## src/rtl/credit_tx_pkg.sv

```systemverilog
// Shared sizing helpers and legal-range constants for the credit transmitter.
package credit_tx_pkg;

    localparam int CreditsMin = 1;
    localparam int CreditsMax = 15;

    // Staging pointers carry one extra bit so full and empty can be told apart.
    function automatic int ptr_width(input int depth);
        return $clog2(depth) + 1;
    endfunction

    function automatic int crd_width(input int credits);
        return $clog2(credits + 1);
    endfunction

    function automatic bit credits_legal(input int credits);
        return (credits >= CreditsMin) && (credits <= CreditsMax);
    endfunction

endpackage

```

## src/rtl/credit_tx_stage.sv

```systemverilog
// Staging queue for credit_tx: circular storage with extended read/write pointers.
module credit_tx_stage
    import credit_tx_pkg::*;
#(
    parameter int Width      = 32,
    parameter int StageDepth = 2,
    localparam int PtrW      = ptr_width(StageDepth)
) (
    input  logic             clk_i,
    input  logic             rst_ni,
    input  logic             flush,
    input  logic             push,
    input  logic [Width-1:0] push_data,
    input  logic             pop,
    output logic [PtrW-1:0]  occupancy,
    output logic [Width-1:0] head,
    output logic             not_empty
);

    localparam int AddrW = PtrW - 1;

    logic [Width-1:0] mem [StageDepth];
    logic [PtrW-1:0]  wr_ptr;
    logic [PtrW-1:0]  rd_ptr;

    always_ff @(posedge clk_i or negedge rst_ni) begin
        if (!rst_ni) begin
            wr_ptr <= '0;
            rd_ptr <= '0;
        end else if (flush) begin
            wr_ptr <= '0;
            rd_ptr <= '0;
        end else begin
            if (push) begin
                wr_ptr <= wr_ptr + 1'b1;
            end
            if (pop) begin
                rd_ptr <= rd_ptr + 1'b1;
            end
        end
    end

    always_ff @(posedge clk_i or negedge rst_ni) begin
        if (!rst_ni) begin
            for (int i = 0; i < StageDepth; i++) begin
                mem[i] <= '0;
            end
        end else if (push && !flush) begin
            mem[wr_ptr[AddrW-1:0]] <= push_data;
        end
    end

    // Pointer difference wraps naturally modulo 2*StageDepth.
    assign occupancy = wr_ptr - rd_ptr;
    assign not_empty = (wr_ptr != rd_ptr);
    assign head      = mem[rd_ptr[AddrW-1:0]];

endmodule

```

## src/rtl/credit_tx.sv

```systemverilog
// Credit-based link transmitter. Define CREDIT_TX_BYPASS_EN for the zero-latency
// combinational output path; by default the output is registered.
module credit_tx
    import credit_tx_pkg::*;
#(
    parameter int Width      = 32,
    parameter int Credits    = 2,
    parameter int StageDepth = 2
) (
    input  logic                          clk_i,
    input  logic                          rst_ni,
    input  logic                          flush_i,
    input  logic                          in_valid_i,
    input  logic [Width-1:0]              in_data_i,
    output logic                          in_rdy_o,
    output logic                          tx_valid_o,
    output logic [Width-1:0]              tx_data_o,
    input  logic                          crd_ret_i,
    output logic [crd_width(Credits)-1:0] crd_cnt_o,
    output logic                          idle_o,
    output logic                          err_o
);

    localparam int CrdW = crd_width(Credits);
    localparam int PtrW = ptr_width(StageDepth);
    localparam logic [CrdW-1:0] CrdInit = CrdW'(Credits);

    if (!credits_legal(Credits)) begin : gen_bad_credits
        $error("credit_tx: Credits out of legal range");
    end

    logic [PtrW-1:0]  occupancy;
    logic [Width-1:0] head;
    logic             not_empty;
    logic             accept;
    logic             push;
    logic             pop;
    logic             send;
    logic             crd_avail;
    logic [CrdW-1:0]  crd_q;
    logic [CrdW:0]    crd_sum;
    logic             err_q;

    credit_tx_stage #(
        .Width      (Width),
        .StageDepth (StageDepth)
    ) u_stage (
        .clk_i      (clk_i),
        .rst_ni     (rst_ni),
        .flush      (flush_i),
        .push       (push),
        .push_data  (in_data_i),
        .pop        (pop),
        .occupancy  (occupancy),
        .head       (head),
        .not_empty  (not_empty)
    );

    // Ready depends only on registered occupancy, so a same-cycle pop never raises it.
    assign in_rdy_o  = (occupancy < PtrW'(StageDepth));
    assign accept    = in_valid_i & in_rdy_o & ~flush_i;
    assign crd_avail = (crd_q != '0);
    assign pop       = not_empty & crd_avail & ~flush_i;

`ifdef CREDIT_TX_BYPASS_EN
    logic bypass;

    // An item arriving at an empty stage with a credit in hand goes straight out.
    assign bypass     = ~not_empty & crd_avail & in_valid_i & ~flush_i;
    assign send       = pop | bypass;
    assign push       = accept & ~bypass;
    assign tx_valid_o = send;
    assign tx_data_o  = not_empty ? head : in_data_i;
`else
    assign send = pop;
    assign push = accept;

    always_ff @(posedge clk_i or negedge rst_ni) begin
        if (!rst_ni) begin
            tx_valid_o <= 1'b0;
            tx_data_o  <= '0;
        end else if (flush_i) begin
            tx_valid_o <= 1'b0;
            tx_data_o  <= '0;
        end else begin
            tx_valid_o <= send;
            if (send) begin
                tx_data_o <= head;
            end
        end
    end
`endif

    // Widened by one bit so a return at full count is visible as overflow.
    assign crd_sum = {1'b0, crd_q} + (CrdW+1)'(crd_ret_i) - (CrdW+1)'(send);

    always_ff @(posedge clk_i or negedge rst_ni) begin
        if (!rst_ni) begin
            crd_q <= CrdInit;
            err_q <= 1'b0;
        end else if (flush_i) begin
            crd_q <= CrdInit;
            err_q <= 1'b0;
        end else if (crd_sum > (CrdW+1)'(Credits)) begin
            crd_q <= CrdInit;
            err_q <= 1'b1;
        end else begin
            crd_q <= crd_sum[CrdW-1:0];
        end
    end

    assign crd_cnt_o = crd_q;
    assign err_o     = err_q;
    assign idle_o    = ~not_empty & (crd_q == CrdInit) & ~tx_valid_o;

endmodule

```

## config.mk

```make
export PLATFORM = sky130hd
export DESIGN_NAME = credit_tx
export DESIGN_NICKNAME = d
export VERILOG_FILES = /design/src/rtl/credit_tx_pkg.sv /design/src/rtl/credit_tx_stage.sv /design/src/rtl/credit_tx.sv
export SDC_FILE = /design/constraint.sdc
export NUM_CORES = 1
export LEC_CHECK = 0
export CAP_MARGIN = 20
export CORE_MARGIN = 10
export CORE_UTILIZATION = 54
export DETAILED_ROUTE_END_ITERATION = 10
export GPL_TIMING_DRIVEN = 0
export PLACE_DENSITY_LB_ADDON = 0.15
export SLEW_MARGIN = 20
export SYNTH_ARGS = -nofsm -noshare
export SYNTH_HDL_FRONTEND = slang
export SYNTH_SLANG_ARGS = --single-unit
export TNS_END_PERCENT = 5
```

## constraint.sdc

```tcl
create_clock -name clk_i -period 3.45 [get_ports clk_i]
set_input_delay 0.5175 -clock clk_i [delete_from_list [all_inputs] [get_ports clk_i]]
set_output_delay 0.5175 -clock clk_i [all_outputs]
set_load 0.05 [all_outputs]
```

==> qor.txt, run 1 <==
Fraction of layout cells with a size suffix above 1 - 15.72%
CP Data Arrival Time - 3.46 ns
CORE AREA - 8678 um^2
Synth Area per Inst - 13.05 um^2
CTS tree - done
Sink Count - 104
Maximum vdd drop - 0.5851 mV
P_sw - 2445 uW
# rows - 34
WHS - 0.04806 ns
Post-placement cell count - 551
Die width - 114.3 um
Flops & latches, synth - 104
CTS buffer count - 9
Clk Latency, worst-skew pair - 0.38 ns
Part of the power in combinational logic - 49.8%
Pre-Repair DR Iteration Count - 6
Fmax - 318.1 MHz
Wire length after detailed routing - 11160 um
Synth-to-layout area growth - 23.70%
Worst-Margin Slew - 0.5281 ns
DR vias/cell - 5.973
Net Sw Frac - 41.34%
RSZ-0062 raised after global routing - false
Seq/Total Area, Yosys - 54.21%
Largest net degree at the start of global routing - 61
Die area - 13070 um^2
H-Tree Depth - 3
Max cap viols - 0
Cell Area, Synth - 4803 um^2
Net count, final - 494
First-pass GRT wire length - 18730 um
Non-filler cells in the finished layout - 566
Placed cell area - 5708 um^2
Commonest non-fill, non-tap cell in the layout - dfrtp_1
Root buffer cell - clkbuf_8
Pint - 3469 uW
Worst EP required - 3.77 ns
Netlist cell types - 30
Longest Clk Path Bufs - 2
R2R cell count - 11
Critical path class - reg -> reg
I/O pin total - 75
RD Place Congestion - 0.8221
Final Hold Viols - 0
PwrDens - 995.3 nW/um^2
Min cycle time layout - 3.144 ns
Final ANT Viol Nets - 0
Filler cell count - 664
GR Overflow Total - 0
Hold_buf cts - 0
Normalized max-slew margin - 64.74%
Static Leakage - 0.002490 uW
Reg clk slew, reported paths - 0.10 ns
Initial antenna violation count - 0
DRC viols - 0
Startpoint types - flip-flop
Crit path capture type - flip-flop
Port bufs - 74
Clk network pwr share - 14.9%
Post-route clock skew - 0.006009 ns
Status - finished, final reports clean
Crit path max fanout - 10
Mapped Cells - 368
Detailed Route Iter0 Violations - 183
Fin area - 5942 um^2
Net Count, Synth - 409
Vias in the first global route - 3657
Detailed-route via count - 3381
Chip height - 114.3 um
Final setup viols - 0
Drt wl/cell - 19.71 um
Area of the multi-input gates - 2023 um^2
Yosys warnings - 0
Period utilisation layout - 91.12%
Worst Hold Class - in -> async
Final Slew Violations - 0
Seq pwr share - 35.3%
Storage cell area - 2604 um^2
HPWL Detailed - 7854 um
Starting Density - 55.35%
Overall routing resource usage - 17.71%
Most frequent cells in the layout - dfrtp_1 (103), clkdlybuf4s50_1 (72), mux2_2 (34)
ANT cells - 0
## logic make-up (layout without fill, tap and decap cells)
family / after synthesis / count (layout) / synth area share, %
AOI/OAI and AO/OA: 37 / 37 / 6.825
xor gates and xnor gates: 5 / 5 / 1.224
adders and majority gates: 4 / 4 / 1.198
buffers and inverters: 38 / 128 / 3.673
DFF: 104 / 104 / 54.21
muxes: 99 / 99 / 22.35
and+or+nand+nor: 81 / 81 / 10.52
## critical path, stage by stage, from the launching register on
cell and delay, ns:
dfrtp_1 0.45, inv_1 0.08, ha_1 0.39, a22oi_2 0.36, buf_2 0.30, nor2b_1 0.16, ha_1 0.24, inv_1 0.06
ha_1 0.14, fa_1 0.42, or3_1 0.38, nor2_1 0.10
## layer usage
metal	vias to the layer above	wire [um]	global-route usage [%]
met2	103	5501	28.89
met4	0	119	4.845
li1	1532	-	-
met1	1735	4816	21.83
met3	11	718	6.132
met5	-	0	0
## flip-flops by register name, indices dropped and copies added (netlist names)
register,count
tx_data_o,32
tx_valid_o,1
crd_cnt_o,2
u_stage.mem,64
err_o,1
u_stage.wr_ptr,2
u_stage.rd_ptr,2
## final timing paths
path / startpoint / end / slack, ns
min in group clk_i: u_stage.mem[8] / u_stage.mem[8] / 0.50
hold / removal: rst_ni / u_stage.mem[34] / 0.05
setup reg to reg: u_stage.wr_ptr[0] / crd_cnt_o[0] / 0.31
max in group asynchronous: rst_ni / tx_data_o[10] / 2.77
setup / recovery: u_stage.wr_ptr[0] / crd_cnt_o[0] / 0.31
hold reg to reg: u_stage.mem[8] / u_stage.mem[8] / 0.50
## timing repair
action                                  4_1_cts  5_1_grt
gates resized for setup                       0        1
endpoints found under the setup margin        0        4
setup buffers                                 0        0
## layout make-up
cell class / count / share of cell area (%)
Clock buffer: 10 / 2.316
Buffer: 31 / 2.527
Clock inverter: 6 / 1.642
Tap cell: 108 / 2.274
Multi-Input combinational cell: 226 / 34.05
Inverter: 6 / 0.3790
Sequential cell: 104 / 43.82
Timing Repair Buffer: 75 / 12.99
## cell usage after synthesis
| cell type | number | share of area (%) |
|---|---|---|
| xnor2_1 | 3 | 0.55 |
| dfstp_2 | 1 | 0.55 |
| a2111oi_0 | 25 | 4.6 |
| o21ai_0 | 1 | 0.10 |
| a21oi_1 | 1 | 0.10 |
| a22oi_2 | 1 | 0.26 |
| nor2b_1 | 4 | 0.52 |
| a2111oi_1 | 7 | 1.5 |
| xnor3_2 | 1 | 0.49 |
| dfrtp_1 | 103 | 54 |
| nor3b_1 | 32 | 5.0 |
| or3_1 | 1 | 0.13 |
| xor2_1 | 1 | 0.18 |
| nor2_1 | 6 | 0.47 |
| buf_4 | 6 | 0.94 |
| clkbuf_1 | 17 | 1.3 |
| nand3_2 | 1 | 0.21 |
| nand4b_4 | 1 | 0.49 |
| a211oi_1 | 1 | 0.16 |
| mux2_2 | 34 | 8.0 |
| buf_2 | 9 | 0.94 |
| nor4_1 | 1 | 0.13 |
| fa_1 | 1 | 0.42 |
| mux2_1 | 32 | 7.5 |
| mux2i_1 | 33 | 6.9 |
| nand2_1 | 3 | 0.23 |
| ha_1 | 3 | 0.78 |
| a211o_1 | 1 | 0.18 |
| inv_1 | 6 | 0.47 |
| nor3_1 | 32 | 3.3 |
## power by group through the flow
stage               combinational (uW)  sequential [uW]  clock, uW
floorplan                         1700             2480          0
global placement                  2900             2070          0
detailed placement                2980             2100          0
CTS                               2990             2080        898
global route                      3200             2160        948
finish                            2950             2090        881
## stage by stage
stage                     utilization [%]  total power [uW]  worst slack [ns]  TNS (ns)
after floorplan                         -              4179            0.2930         0
after global placement              65.44              4968            -1.997   -205.89
after detailed placement            65.77              5083            0.1015         0
after CTS                           68.48              5967           0.07272         0
after global routing                68.47              6299            0.1099         0
final                               68.47              5914            0.3063         0
Note: power is estimated with default switching activity, not from simulation.
==> run 2: changes to the inputs <==
--- a/config.mk
+++ b/config.mk
@@ -8,7 +8,9 @@
 export CAP_MARGIN = 20
 export CORE_MARGIN = 10
 export CORE_UTILIZATION = 54
+export CTS_BUF_LIST = sky130_fd_sc_hd__clkbuf_8 sky130_fd_sc_hd__clkbuf_16
 export DETAILED_ROUTE_END_ITERATION = 10
+export GPL_ROUTABILITY_DRIVEN = 0
 export GPL_TIMING_DRIVEN = 0
 export PLACE_DENSITY_LB_ADDON = 0.15
 export SLEW_MARGIN = 20
==> results of run 2 <==
Final layout, timing and power as in run 1 (identical DEF).
==> run 3: changes to the inputs <==
--- a/config.mk
+++ b/config.mk
@@ -6,6 +6,7 @@
 export NUM_CORES = 1
 export LEC_CHECK = 0
 export CAP_MARGIN = 20
+export CORE_ASPECT_RATIO = 0.6
 export CORE_MARGIN = 10
 export CORE_UTILIZATION = 54
 export CTS_BUF_LIST = sky130_fd_sc_hd__clkbuf_8 sky130_fd_sc_hd__clkbuf_16
==> run 3 against run 2 <==
Effect of this change: die area is 0.95% higher; largest cell class unchanged; clock skew is 0.0031 ns higher; fmax is 6.0% lower; register-to-register slack worse by 0.20 ns; critical path type unchanged; first-iteration DRC count is 13% lower.
==> qor.txt, run 3 (synthesis gave the netlist of run 1 again) <==
Status - finished, final reports clean
Startpoint types - flip-flop
Static Leakage - 0.002514 uW
DRC viols - 0
Period utilisation layout - 96.94%
Fmax - 299.0 MHz
Register-to-register setup slack - 0.11 ns
Slowest cell on crit path - dfstp_2
Pre-Repair DR Iteration Count - 4
Buf/Inv on CP - 4
CTS tree - done
HPWL Detailed - 8371 um
Final Slew Violations - 0
First-pass GRT wire length - 18800 um
Wire length after detailed routing - 11650 um
Vias in the first global route - 3592
Normalized max-slew margin - 64.37%
Max reg flops - 64
Maximum vdd drop - 0.4559 mV
Final ANT Viol Nets - 0
I/O pin total - 75
Final setup viols - 0
Reg2Reg Launch Point - crd_cnt_o[1]
Net count, final - 495
Longest Clk Path Bufs - 2
CTS buffer count - 9
Area of the multi-input gates - 2023 um^2
H-Tree Depth - 3
Origin of the worst setup path - crd_cnt_o[1]
ANT cells - 0
Root buffer cell - clkbuf_16
Detailed Route Iter0 Violations - 160
Slowest stage delay, CP - 0.54 ns
Worst-Margin Slew - 0.5344 ns
Synth-to-layout area growth - 25.35%
Most flops, register - u_stage.mem
Storage cell area - 2604 um^2
Overall routing resource usage - 17.75%
Post-route clock skew - 0.009133 ns
R2R cell count - 11
Top Registers - u_stage.mem x64, tx_data_o x32
Detailed-route via count - 3334
CORE AREA - 8588 um^2
Starting Density - 55.93%
Ordered cell list for the critical path - clkbuf_1 -> inv_1 -> a22oi_2 -> buf_2 -> nor2b_1 -> ha_1 -> inv_1 -> ha_1 -> fa_1 -> or3_1 -> nor2_1
CP Capture Point - crd_cnt_o[0]
Filler cell count - 618
Fraction of layout cells with a size suffix above 1 - 15.69%
Cell family with most CP delay - buffers and inverters
Worst reg2reg path endpoint - crd_cnt_o[0]
PwrDens - 1018 nW/um^2
Most frequent cells in the layout - dfrtp_1 (103), clkdlybuf4s50_1 (72), mux2_2 (34)
Critical path class - reg -> reg
Worst EP required - 3.73 ns
Port bufs - 74
Die area - 13190 um^2
Min cycle time layout - 3.344 ns
Die width - 141.8 um
Crit path depth - 11
Largest net degree at the start of global routing - 55
Commonest non-fill, non-tap cell in the layout - dfrtp_1
# rows - 26
Clk Latency, worst-skew pair - 0.35 ns
Crit path capture type - flip-flop
Chip height - 93.06 um
Final Total Pwr - 6129 uW
Final WS setup - 0.1055 ns
Pre-CTS setup slack - 0.1643 ns
Crit path max fanout - 10
DR vias/cell - 5.839
Final Hold Viols - 0
CP Data Arrival Time - 3.63 ns
GR Overflow Total - 0
RSZ-0062 raised after global routing - true
Sink Count - 104
Fin util - 70.10%
Reg clk slew, reported paths - 0.07 ns
Worst Hold Class - in -> async
Drt wl/cell - 20.40 um
Max cap viols - 0
Initial antenna violation count - 0
-- run 3: cell count changes in the layout (fill, tap and decap cells not counted) --
cell and delta:
clkbuf_8 -10, inv_8 -1, clkinv_4 +1, clkbuf_1 +1, clkbuf_16 +9, bufinv_16 -1, clkinvlp_4 +2
-- run 3: cell type report --
| class | instances | area share [%] |
|---|---|---|
| Buffer | 32 | 2.556 |
| Timing Repair Buffer | 75 | 12.82 |
| Tap cell | 112 | 2.328 |
| Inverter | 6 | 0.3741 |
| Clock inverter | 7 | 1.330 |
| Clock buffer | 9 | 3.741 |
| Multi-Input combinational cell | 226 | 33.60 |
| Sequential cell | 104 | 43.25 |
-- run 3: worst min path at each step --
stage,from,to,slack (ns),cells after the start
after floorplan,rst_ni,crd_cnt_o[0],0.22,0
after global placement,u_stage.mem[28],u_stage.mem[28],0.47,1
after detailed placement,u_stage.mem[11],u_stage.mem[11],0.48,1
after CTS,rst_ni,u_stage.mem[55],0.12,1
after global routing,rst_ni,u_stage.mem[25],0.14,1
final,rst_ni,u_stage.mem[25],0.11,1
-- run 3: worst register-to-register path, cell delays in order (launching register included) --
cell and delay [ns]:
dfstp_2 0.54, clkbuf_1 0.32, inv_1 0.19, a22oi_2 0.39, buf_2 0.31, nor2b_1 0.17
ha_1 0.24, inv_1 0.07, ha_1 0.16, fa_1 0.43, or3_1 0.38, nor2_1 0.09
-- run 3: metal layers --
| layer | track usage [%] | share of wire, % | vias up |
|---|---|---|---|
| li1 | - | - | 1558 |
| met1 | 23.30 | 46 | 1676 |
| met2 | 28.08 | 46 | 89 |
| met3 | 5.909 | 6.5 | 11 |
| met4 | 3.898 | 0.75 | 0 |
| met5 | 0 | 0 | - |
-- run 3: timing repair --
item,4_1_cts,5_1_grt
setup endpoints to repair,0,3
resized for setup,0,1
buffers inserted,0,0
hold buffers,0,0
-- run 3: power by group --
| part | switching (uW) | internal [uW] |
|---|---|---|
| logic | 1730 | 1270 |
| clock network | 468 | 569 |
| registers | 328 | 1770 |
-- run 3: per-stage QoR --
stage	std cells	setup TNS (ns)	instance area [um^2]	hold WS, ns
2_1_floorplan	368	0	4803	0.2219
3_3_place_gp	554	-207.69	5684	0.4731
3_5_place_dp	555	0	5713	0.4808
4_1_cts	571	0	6018	0.1235
5_1_grt	571	-0.09592	6021	0.1430
6_report	571	0	6021	0.1113
